`config.mk`:
```
export PLATFORM = sky130hd
export DESIGN_NAME = vec_filter_pipe
export DESIGN_NICKNAME = d
export VERILOG_FILES = /design/src/rtl/vfp_pkg.sv /design/src/rtl/vfp_lane.sv /design/src/rtl/vec_filter_pipe.sv
export SDC_FILE = /design/constraint.sdc
export NUM_CORES = 2
export LEC_CHECK = 0
export CORE_UTILIZATION = 40
export CTS_CLUSTER_DIAMETER = 40
export DETAILED_ROUTE_END_ITERATION = 16
export HOLD_SLACK_MARGIN = 0.15
export PLACE_DENSITY_LB_ADDON = 0.12
export RECOVER_POWER = 25
export SYNTH_ARGS = -nofsm -noshare
export SYNTH_HDL_FRONTEND = slang
export SYNTH_SLANG_ARGS = --single-unit
```
`constraint.sdc`:
```
create_clock -name CLK -period 28.6 [get_ports CLK]
set_input_delay 4.29 -clock CLK [delete_from_list [all_inputs] [get_ports CLK]]
set_output_delay 4.29 -clock CLK [all_outputs]
set_load 0.02 [all_outputs]
```
`src/rtl/vfp_pkg.sv`:
```
// rtl/vfp_pkg.sv - shared mode type, default parameters and width helpers for vec_filter_pipe
package vfp_pkg;

   typedef enum logic [1:0] {
      VFP_FIR  = 2'd0,
      VFP_BYP  = 2'd1,
      VFP_EDGE = 2'd2,
      VFP_RSV  = 2'd3
   } vfp_mode_e;

   localparam int VFP_LANES_DEF  = 3;
   localparam int VFP_DATA_W_DEF = 18;
   localparam int VFP_COEF_W_DEF = 8;
   localparam int VFP_TAPS_DEF   = 3;
   localparam int VFP_SHIFT_DEF  = 4;

   // zero-extended pixel (DATA_W+1 signed) times a signed coefficient
   function automatic int vfp_prod_w(input int data_w, input int coef_w);
      return data_w + 1 + coef_w;
   endfunction

   // product width plus guard bits so the tap sum cannot overflow
   function automatic int vfp_sum_w(input int data_w, input int coef_w, input int taps);
      return vfp_prod_w(data_w, coef_w) + $clog2(taps);
   endfunction

endpackage

```
`src/rtl/vfp_lane.sv`:
```
// rtl/vfp_lane.sv - one colour lane: history, stage-2 products, stage-3 reduce/convert (VFP_SAT_EN clamps)
module vfp_lane
   import vfp_pkg::*;
#(
   parameter int DATA_W = VFP_DATA_W_DEF,
   parameter int COEF_W = VFP_COEF_W_DEF,
   parameter int TAPS   = VFP_TAPS_DEF,
   parameter int SHIFT  = VFP_SHIFT_DEF
) (
   input  logic                   i_clk,
   input  logic                   i_rst,
   input  logic                   i_adv,
   input  logic                   i_acc,
   input  logic                   i_sof,
   input  logic [DATA_W-1:0]      i_x,
   input  logic [TAPS*COEF_W-1:0] i_coef,
   input  vfp_mode_e              i_mode1,
   input  vfp_mode_e              i_mode2,
   output logic [DATA_W-1:0]      o_y
);

   localparam int PW = vfp_prod_w(DATA_W, COEF_W);
   localparam int SW = vfp_sum_w(DATA_W, COEF_W, TAPS);

   logic [DATA_W-1:0]    r_hist [1:TAPS-1];
   logic [DATA_W-1:0]    r_win  [0:TAPS-1];
   logic signed [PW-1:0] r_prod [0:TAPS-1];
   logic [DATA_W-1:0]    r_alt;
   logic [DATA_W-1:0]    r_y;

   logic signed [PW-1:0] w_prod [0:TAPS-1];
   logic [DATA_W-1:0]    w_alt;
   logic signed [SW-1:0] w_sum;
   logic signed [SW-1:0] w_shift;
   logic [DATA_W-1:0]    w_conv;

   assign o_y = r_y;

   // history moves only on accepted beats; a sof beat starts a fresh line
   always_ff @(posedge i_clk or posedge i_rst) begin
      if (i_rst) begin
         for (int k = 1; k < TAPS; k++) r_hist[k] <= '0;
      end else if (i_acc) begin
         r_hist[1] <= i_x;
         for (int k = 2; k < TAPS; k++) r_hist[k] <= i_sof ? '0 : r_hist[k-1];
      end
   end

   // stage 1: capture the tap window, with history read as zero on sof
   always_ff @(posedge i_clk or posedge i_rst) begin
      if (i_rst) begin
         for (int k = 0; k < TAPS; k++) r_win[k] <= '0;
      end else if (i_adv) begin
         r_win[0] <= i_x;
         for (int k = 1; k < TAPS; k++) r_win[k] <= i_sof ? '0 : r_hist[k];
      end
   end

   // stage-2 operands: signed per-tap products and the edge/bypass value
   always_comb begin
      for (int k = 0; k < TAPS; k++) begin
         w_prod[k] = $signed({{COEF_W{1'b0}}, 1'b0, r_win[k]})
                   * $signed({{(DATA_W+1){i_coef[k*COEF_W+COEF_W-1]}}, i_coef[k*COEF_W +: COEF_W]});
      end
      if (i_mode1 == VFP_EDGE) begin
         w_alt = (r_win[0] >= r_win[1]) ? (r_win[0] - r_win[1]) : (r_win[1] - r_win[0]);
      end else begin
         w_alt = r_win[0];
      end
   end

   // stage 2: register products and the non-FIR result
   always_ff @(posedge i_clk or posedge i_rst) begin
      if (i_rst) begin
         for (int k = 0; k < TAPS; k++) r_prod[k] <= '0;
         r_alt <= '0;
      end else if (i_adv) begin
         for (int k = 0; k < TAPS; k++) r_prod[k] <= w_prod[k];
         r_alt <= w_alt;
      end
   end

   // stage-3 reduce: guarded sum, floor shift, then clamp or wrap to DATA_W
   always_comb begin
      w_sum = '0;
      for (int k = 0; k < TAPS; k++) begin
         w_sum = w_sum + $signed({{(SW-PW){r_prod[k][PW-1]}}, r_prod[k]});
      end
      w_shift = w_sum >>> SHIFT;
`ifdef VFP_SAT_EN
      if (w_shift[SW-1]) begin
         w_conv = '0;
      end else if (|w_shift[SW-2:DATA_W]) begin
         w_conv = '1;
      end else begin
         w_conv = w_shift[DATA_W-1:0];
      end
`else
      w_conv = DATA_W'(w_shift);
`endif
   end

   // stage 3: output register, held while the pipe is stalled
   always_ff @(posedge i_clk or posedge i_rst) begin
      if (i_rst) begin
         r_y <= '0;
      end else if (i_adv) begin
         r_y <= (i_mode2 == VFP_FIR) ? w_conv : r_alt;
      end
   end

endmodule

```
`src/rtl/vec_filter_pipe.sv`:
```
// rtl/vec_filter_pipe.sv - LANES-wide FIR/edge/bypass pixel pipe; define VFP_SAT_EN to clamp instead of wrap
module vec_filter_pipe
   import vfp_pkg::*;
#(
   parameter int LANES  = VFP_LANES_DEF,
   parameter int DATA_W = VFP_DATA_W_DEF,
   parameter int COEF_W = VFP_COEF_W_DEF,
   parameter int TAPS   = VFP_TAPS_DEF,
   parameter int SHIFT  = VFP_SHIFT_DEF
) (
   input  logic                      CLK,
   input  logic                      RST,
   input  logic                      in_valid,
   output logic                      in_ready,
   input  logic                      in_sof,
   input  logic [1:0]                in_mode,
   input  logic [LANES*DATA_W-1:0]   in_data,
   input  logic                      cfg_we,
   input  logic [$clog2(TAPS)-1:0]   cfg_idx,
   input  logic [COEF_W-1:0]         cfg_coef,
   output logic                      out_valid,
   input  logic                      out_ready,
   output logic                      out_sof,
   output logic [LANES*DATA_W-1:0]   out_data
);

   localparam logic [COEF_W-1:0] C_ID = COEF_W'(1 << SHIFT);

   logic              r_v1, r_v2, r_v3;
   logic              r_sof1, r_sof2, r_sof3;
   vfp_mode_e         r_mode1, r_mode2;
   logic [COEF_W-1:0] r_shadow [0:TAPS-1];
   logic [COEF_W-1:0] r_active [0:TAPS-1];

   logic                   w_adv;
   logic                   w_acc;
   logic [TAPS*COEF_W-1:0] w_coef;

   // the whole pipe moves together unless a finished beat is waiting downstream
   assign w_adv     = !(r_v3 && !out_ready);
   assign w_acc     = in_valid && w_adv;
   assign in_ready  = w_adv;
   assign out_valid = r_v3;
   assign out_sof   = r_sof3;

   // stage valid/sof/mode tags travel alongside the lane data
   always_ff @(posedge CLK or posedge RST) begin
      if (RST) begin
         r_v1    <= 1'b0;
         r_v2    <= 1'b0;
         r_v3    <= 1'b0;
         r_sof1  <= 1'b0;
         r_sof2  <= 1'b0;
         r_sof3  <= 1'b0;
         r_mode1 <= VFP_FIR;
         r_mode2 <= VFP_FIR;
      end else if (w_adv) begin
         r_v1    <= w_acc;
         r_sof1  <= w_acc && in_sof;
         r_mode1 <= vfp_mode_e'(in_mode);
         r_v2    <= r_v1;
         r_sof2  <= r_sof1;
         r_mode2 <= r_mode1;
         r_v3    <= r_v2;
         r_sof3  <= r_sof2;
      end
   end

   // shadow takes writes any time; active copies the pre-write shadow on an accepted sof
   always_ff @(posedge CLK or posedge RST) begin
      if (RST) begin
         for (int k = 0; k < TAPS; k++) begin
            r_shadow[k] <= (k == 0) ? C_ID : '0;
            r_active[k] <= (k == 0) ? C_ID : '0;
         end
      end else begin
         if (cfg_we && (int'(cfg_idx) < TAPS)) r_shadow[cfg_idx] <= cfg_coef;
         if (w_acc && in_sof) begin
            for (int k = 0; k < TAPS; k++) r_active[k] <= r_shadow[k];
         end
      end
   end

   // flatten the active bank for the lanes
   always_comb begin
      w_coef = '0;
      for (int k = 0; k < TAPS; k++) w_coef[k*COEF_W +: COEF_W] = r_active[k];
   end

   for (genvar l = 0; l < LANES; l++) begin : g_lane
      vfp_lane #(
         .DATA_W (DATA_W),
         .COEF_W (COEF_W),
         .TAPS   (TAPS),
         .SHIFT  (SHIFT)
      ) u_lane (
         .i_clk   (CLK),
         .i_rst   (RST),
         .i_adv   (w_adv),
         .i_acc   (w_acc),
         .i_sof   (in_sof),
         .i_x     (in_data[l*DATA_W +: DATA_W]),
         .i_coef  (w_coef),
         .i_mode1 (r_mode1),
         .i_mode2 (r_mode2),
         .o_y     (out_data[l*DATA_W +: DATA_W])
      );
   end

endmodule

```
==> impl_results.md <==
- Status: finished with violations
- Violated checks: capacitance limit, slew limit
- First-pass GRT wire length: 324000 µm
- DIE HEIGHT: 423 µm
- Setup TNS: 0 ns
- Pin count of the biggest net entering global routing: 199
- Gpl congestion: around 0.88
- Clock root cell: clkbuf_16
- Ys Warns: 0
- Nets@finish: 9425
- Fmax achieved: 0.0679 GHz
- Die area: 179000 µm²
- Worst-path clk slew: 0.05 ns
- Met1 usage: 31.1%
- Synth async-reset ratio: 100%
- Worst skew pair latency: 0.79 ns
- Post-detail-place hpwl: 153000 µm
- Clock Skew: ~0.043 ns
- Prevailing post-synth register cell: dfrtp_1
- Final Hold Violating Endpoints: 0
- Min-Delay Path Class: flop to flop
- Syn avg cell area: 8.94 µm²
- I/O Buffers: 128
- Final setup vio count: 0
- WP data required: roughly 29 ns
- Share of cells above drive strength 1: 5.75%
- CP Max Fanout: 163
- Post-CTS Setup Inserts: 0
- Slowest cell on crit path: clkbuf_1
- Met2 usage: 39.6%
- Ports: 129
- Cts repair resizes: 0
- Total grt overflow: 0
- Worst EP arrival: around 15 ns
- Routing usage on met3: roughly 3.1%
- Tot GR Track Use: 23.4%
- Initial antenna violation count: 7
- CP peak stage delay: 5.35 ns
- DRC Markers: 0
- Dpl cells: 10100
- Final Cycle Share: between 50% and 60%
- Core Area: 176000 µm²
- Vias/cell: between 5 and 6
- Rows: 154
- CTS sink count: 634
- Minimum clock period: 14.73 ns
- Seq cells post-synth: 634
- RSZ-0062 raised after global routing: false
- Critical path class: input port to flop
- Synthesized area: 70800 µm²
- Slew headroom: -407%
- Post-route antenna net violation count: 0
- Fillcell total: 17300
- H-tree lvl count: 4
- CTS tree: yes
- Most Crowded Layer GR: met2
- Syn nets: between 9000 and 10000
- Startpoint type of the worst setup path: input port
- Area grow syn2layout: 11.5%
- Final WL: 203000 µm
- Yosys cell types: 72
- Critical path buffer and inverter count: 3
- Maxcap violations: 10
- Final Worst Setup Slack: 13.87 ns
- CP endpoint kind: flop
- Dpl ws: approximately 18 ns
- Clk buf depth: 3
- Number of global-route vias before repair: 54900
- Number of synthesized flops with an enable pin: 0
- Max-slew violations: 657
- WHS: 0.463 ns
- CP top delay family: buffers and inverters
- Worst-path cell chain: dlygate4sd3_1, nor2b_1, clkinvlp_2, clkbuf_1, nand2_1, o22ai_1, a21oi_1
- Vias: 51800
- Slew @ Worst Pin: 7.60 ns
- Non-filler instance count after layout: 10300
- R2R depth: 6
- Synthesized instance count: 7925
- Hold-fix buffers, CTS: 0
- Hold Crit Depth: 2
- Initial Util: 40.3%
- DRT iter0 DRCs: approximately 2800
- Crit path depth: 7
- Number of iterations in the first detailed-routing pass: 6
- Die Wd: 423 µm
- Inserted Clock Buffers: 135
- Sequential fraction of the synthesis area: 22.4%
- Wire length per cell: between 15 and 20 µm
==> path summary, 6_finish.rpt <==
check | endpoint | slack (ns) | from
worst max register to register | g_lane[1].u_lane.r_alt[16] | 17.46 | out_valid
max in group asynchronous | g_lane[2].u_lane.o_y[9] | 17.25 | RST
worst min register to register | r_sof2 | 0.46 | r_sof2
worst min-delay path | r_sof2 | 0.46 | r_sof2
min in group asynchronous | out_sof | 5.73 | RST
worst max-delay path | g_lane[1].u_lane.r_alt[16] | 13.87 | out_ready
==> logic make-up (layout without fill, tap and decap cells) <==
| family | Yosys count | after routing | share of synthesized area (%) |
|---|---|---|---|
| adders and majority gates | 1473 | 1473 | 35.6 |
| other | 0 | 2 | 0 |
| DFF | 634 | 634 | 22.4 |
| AOI/OAI and AO/OA | 1061 | 1061 | 8.75 |
| and+or+nand+nor | 2579 | 2579 | 18.0 |
| buffers and inverters | 1729 | 1791 | 9.19 |
| xor gates and xnor gates | 293 | 293 | 3.62 |
| muxes | 156 | 156 | 2.41 |
==> cells in the mapped netlist, drive strengths merged (6+ instances only) <==
master	count	area [µm²]
nand3	53	265
a21o	68	510
o31a	11	96.3
clkbuf	342	1280
or3	17	106
o21a	30	225
buf	31	131
nor2	384	1440
nand3b	56	420
a211oi	18	135
mux2i	39	390
a221o	6	60.1
xnor2	192	1680
o31ai	16	120
a31oi	37	238
nor3	42	210
and3	13	81.3
nand2	958	3600
nand4	17	106
nand2b	103	644
or4	6	45.0
a31o	6	52.6
o211ai	11	82.6
o21ai	387	1940
a211o	10	87.6
mux2	117	1320
ha	570	7130
or2	9	56.3
o21bai	29	218
dfrtp	632	15800
fa	903	18100
and2	861	5390
nor2b	49	307
a21boi	6	45.0
a22oi	11	82.6
inv	1353	5080
a21oi	364	1830
xor2	101	885
==> state kept, by name, summed over array words and instances (netlist names), 2 cells and up <==
name,flops
g_lane.u_lane.r_alt,54
g_lane.u_lane.o_y,54
r_mode1,2
g_lane.u_lane.r_hist,108
g_lane.u_lane.r_win,162
r_mode2,2
g_lane.u_lane.r_prod,198
r_shadow,24
r_active,24
==> routing by layer <==
layer	vias up	wire (µm)
li1	24400	-
met1	26200	90200
met2	888	99100
met3	266	7440
met4	2	5950
met5	-	13
==> through the flow <==
step | util [%] | cell area, µm²
6_report | 44.9 | 78900
5_1_grt | 44.9 | 78900
4_1_cts | 44.9 | 79000
3_5_place_dp | 42.2 | 74200
3_3_place_gp | 42.2 | 74200
2_1_floorplan | - | 70800
==> tightest hold or removal path, delay by kind of cell, from the launching register on <==
kind / cells / cell delay [ns]
and+or+nand+nor: 2 / 0.10
DFF: 1 / 0.33
==> placed cells by master, fill, tap and decap left out, types with 53 or more instances in the layout <==
master           instances
nand3b_1                56
and2_1                 861
clkdlybuf4s50_1        124
o21ai_0                383
mux2_2                 117
nand3_1                 53
nand2b_1               102
ha_1                   570
inv_1                 1351
nor2_1                 382
buf_4                   55
nand2_1                958
a21o_1                  68
clkbuf_16              137
fa_1                   903
dfrtp_1                617
xor2_1                 101
a21oi_1                362
xnor2_1                192
==> final cells by class <==
cell class / count / area (µm²) / area share, %
Antenna cell: 2 / 5.00 / 0.00634
Clock buffer: 155 / 3630 / 4.59
Clock inverter: 89 / 1170 / 1.49
Inverter: 1356 / 5090 / 6.45
Multi-Input combinational cell: 5562 / 48500 / 61.4
Sequential cell: 634 / 15900 / 20.1
Tap cell: 2340 / 2930 / 3.71
Timing Repair Buffer: 191 / 1750 / 2.22
Power is not shown: default switching activity piles up to over one toggle a cycle in this logic, so the estimate is an artifact.
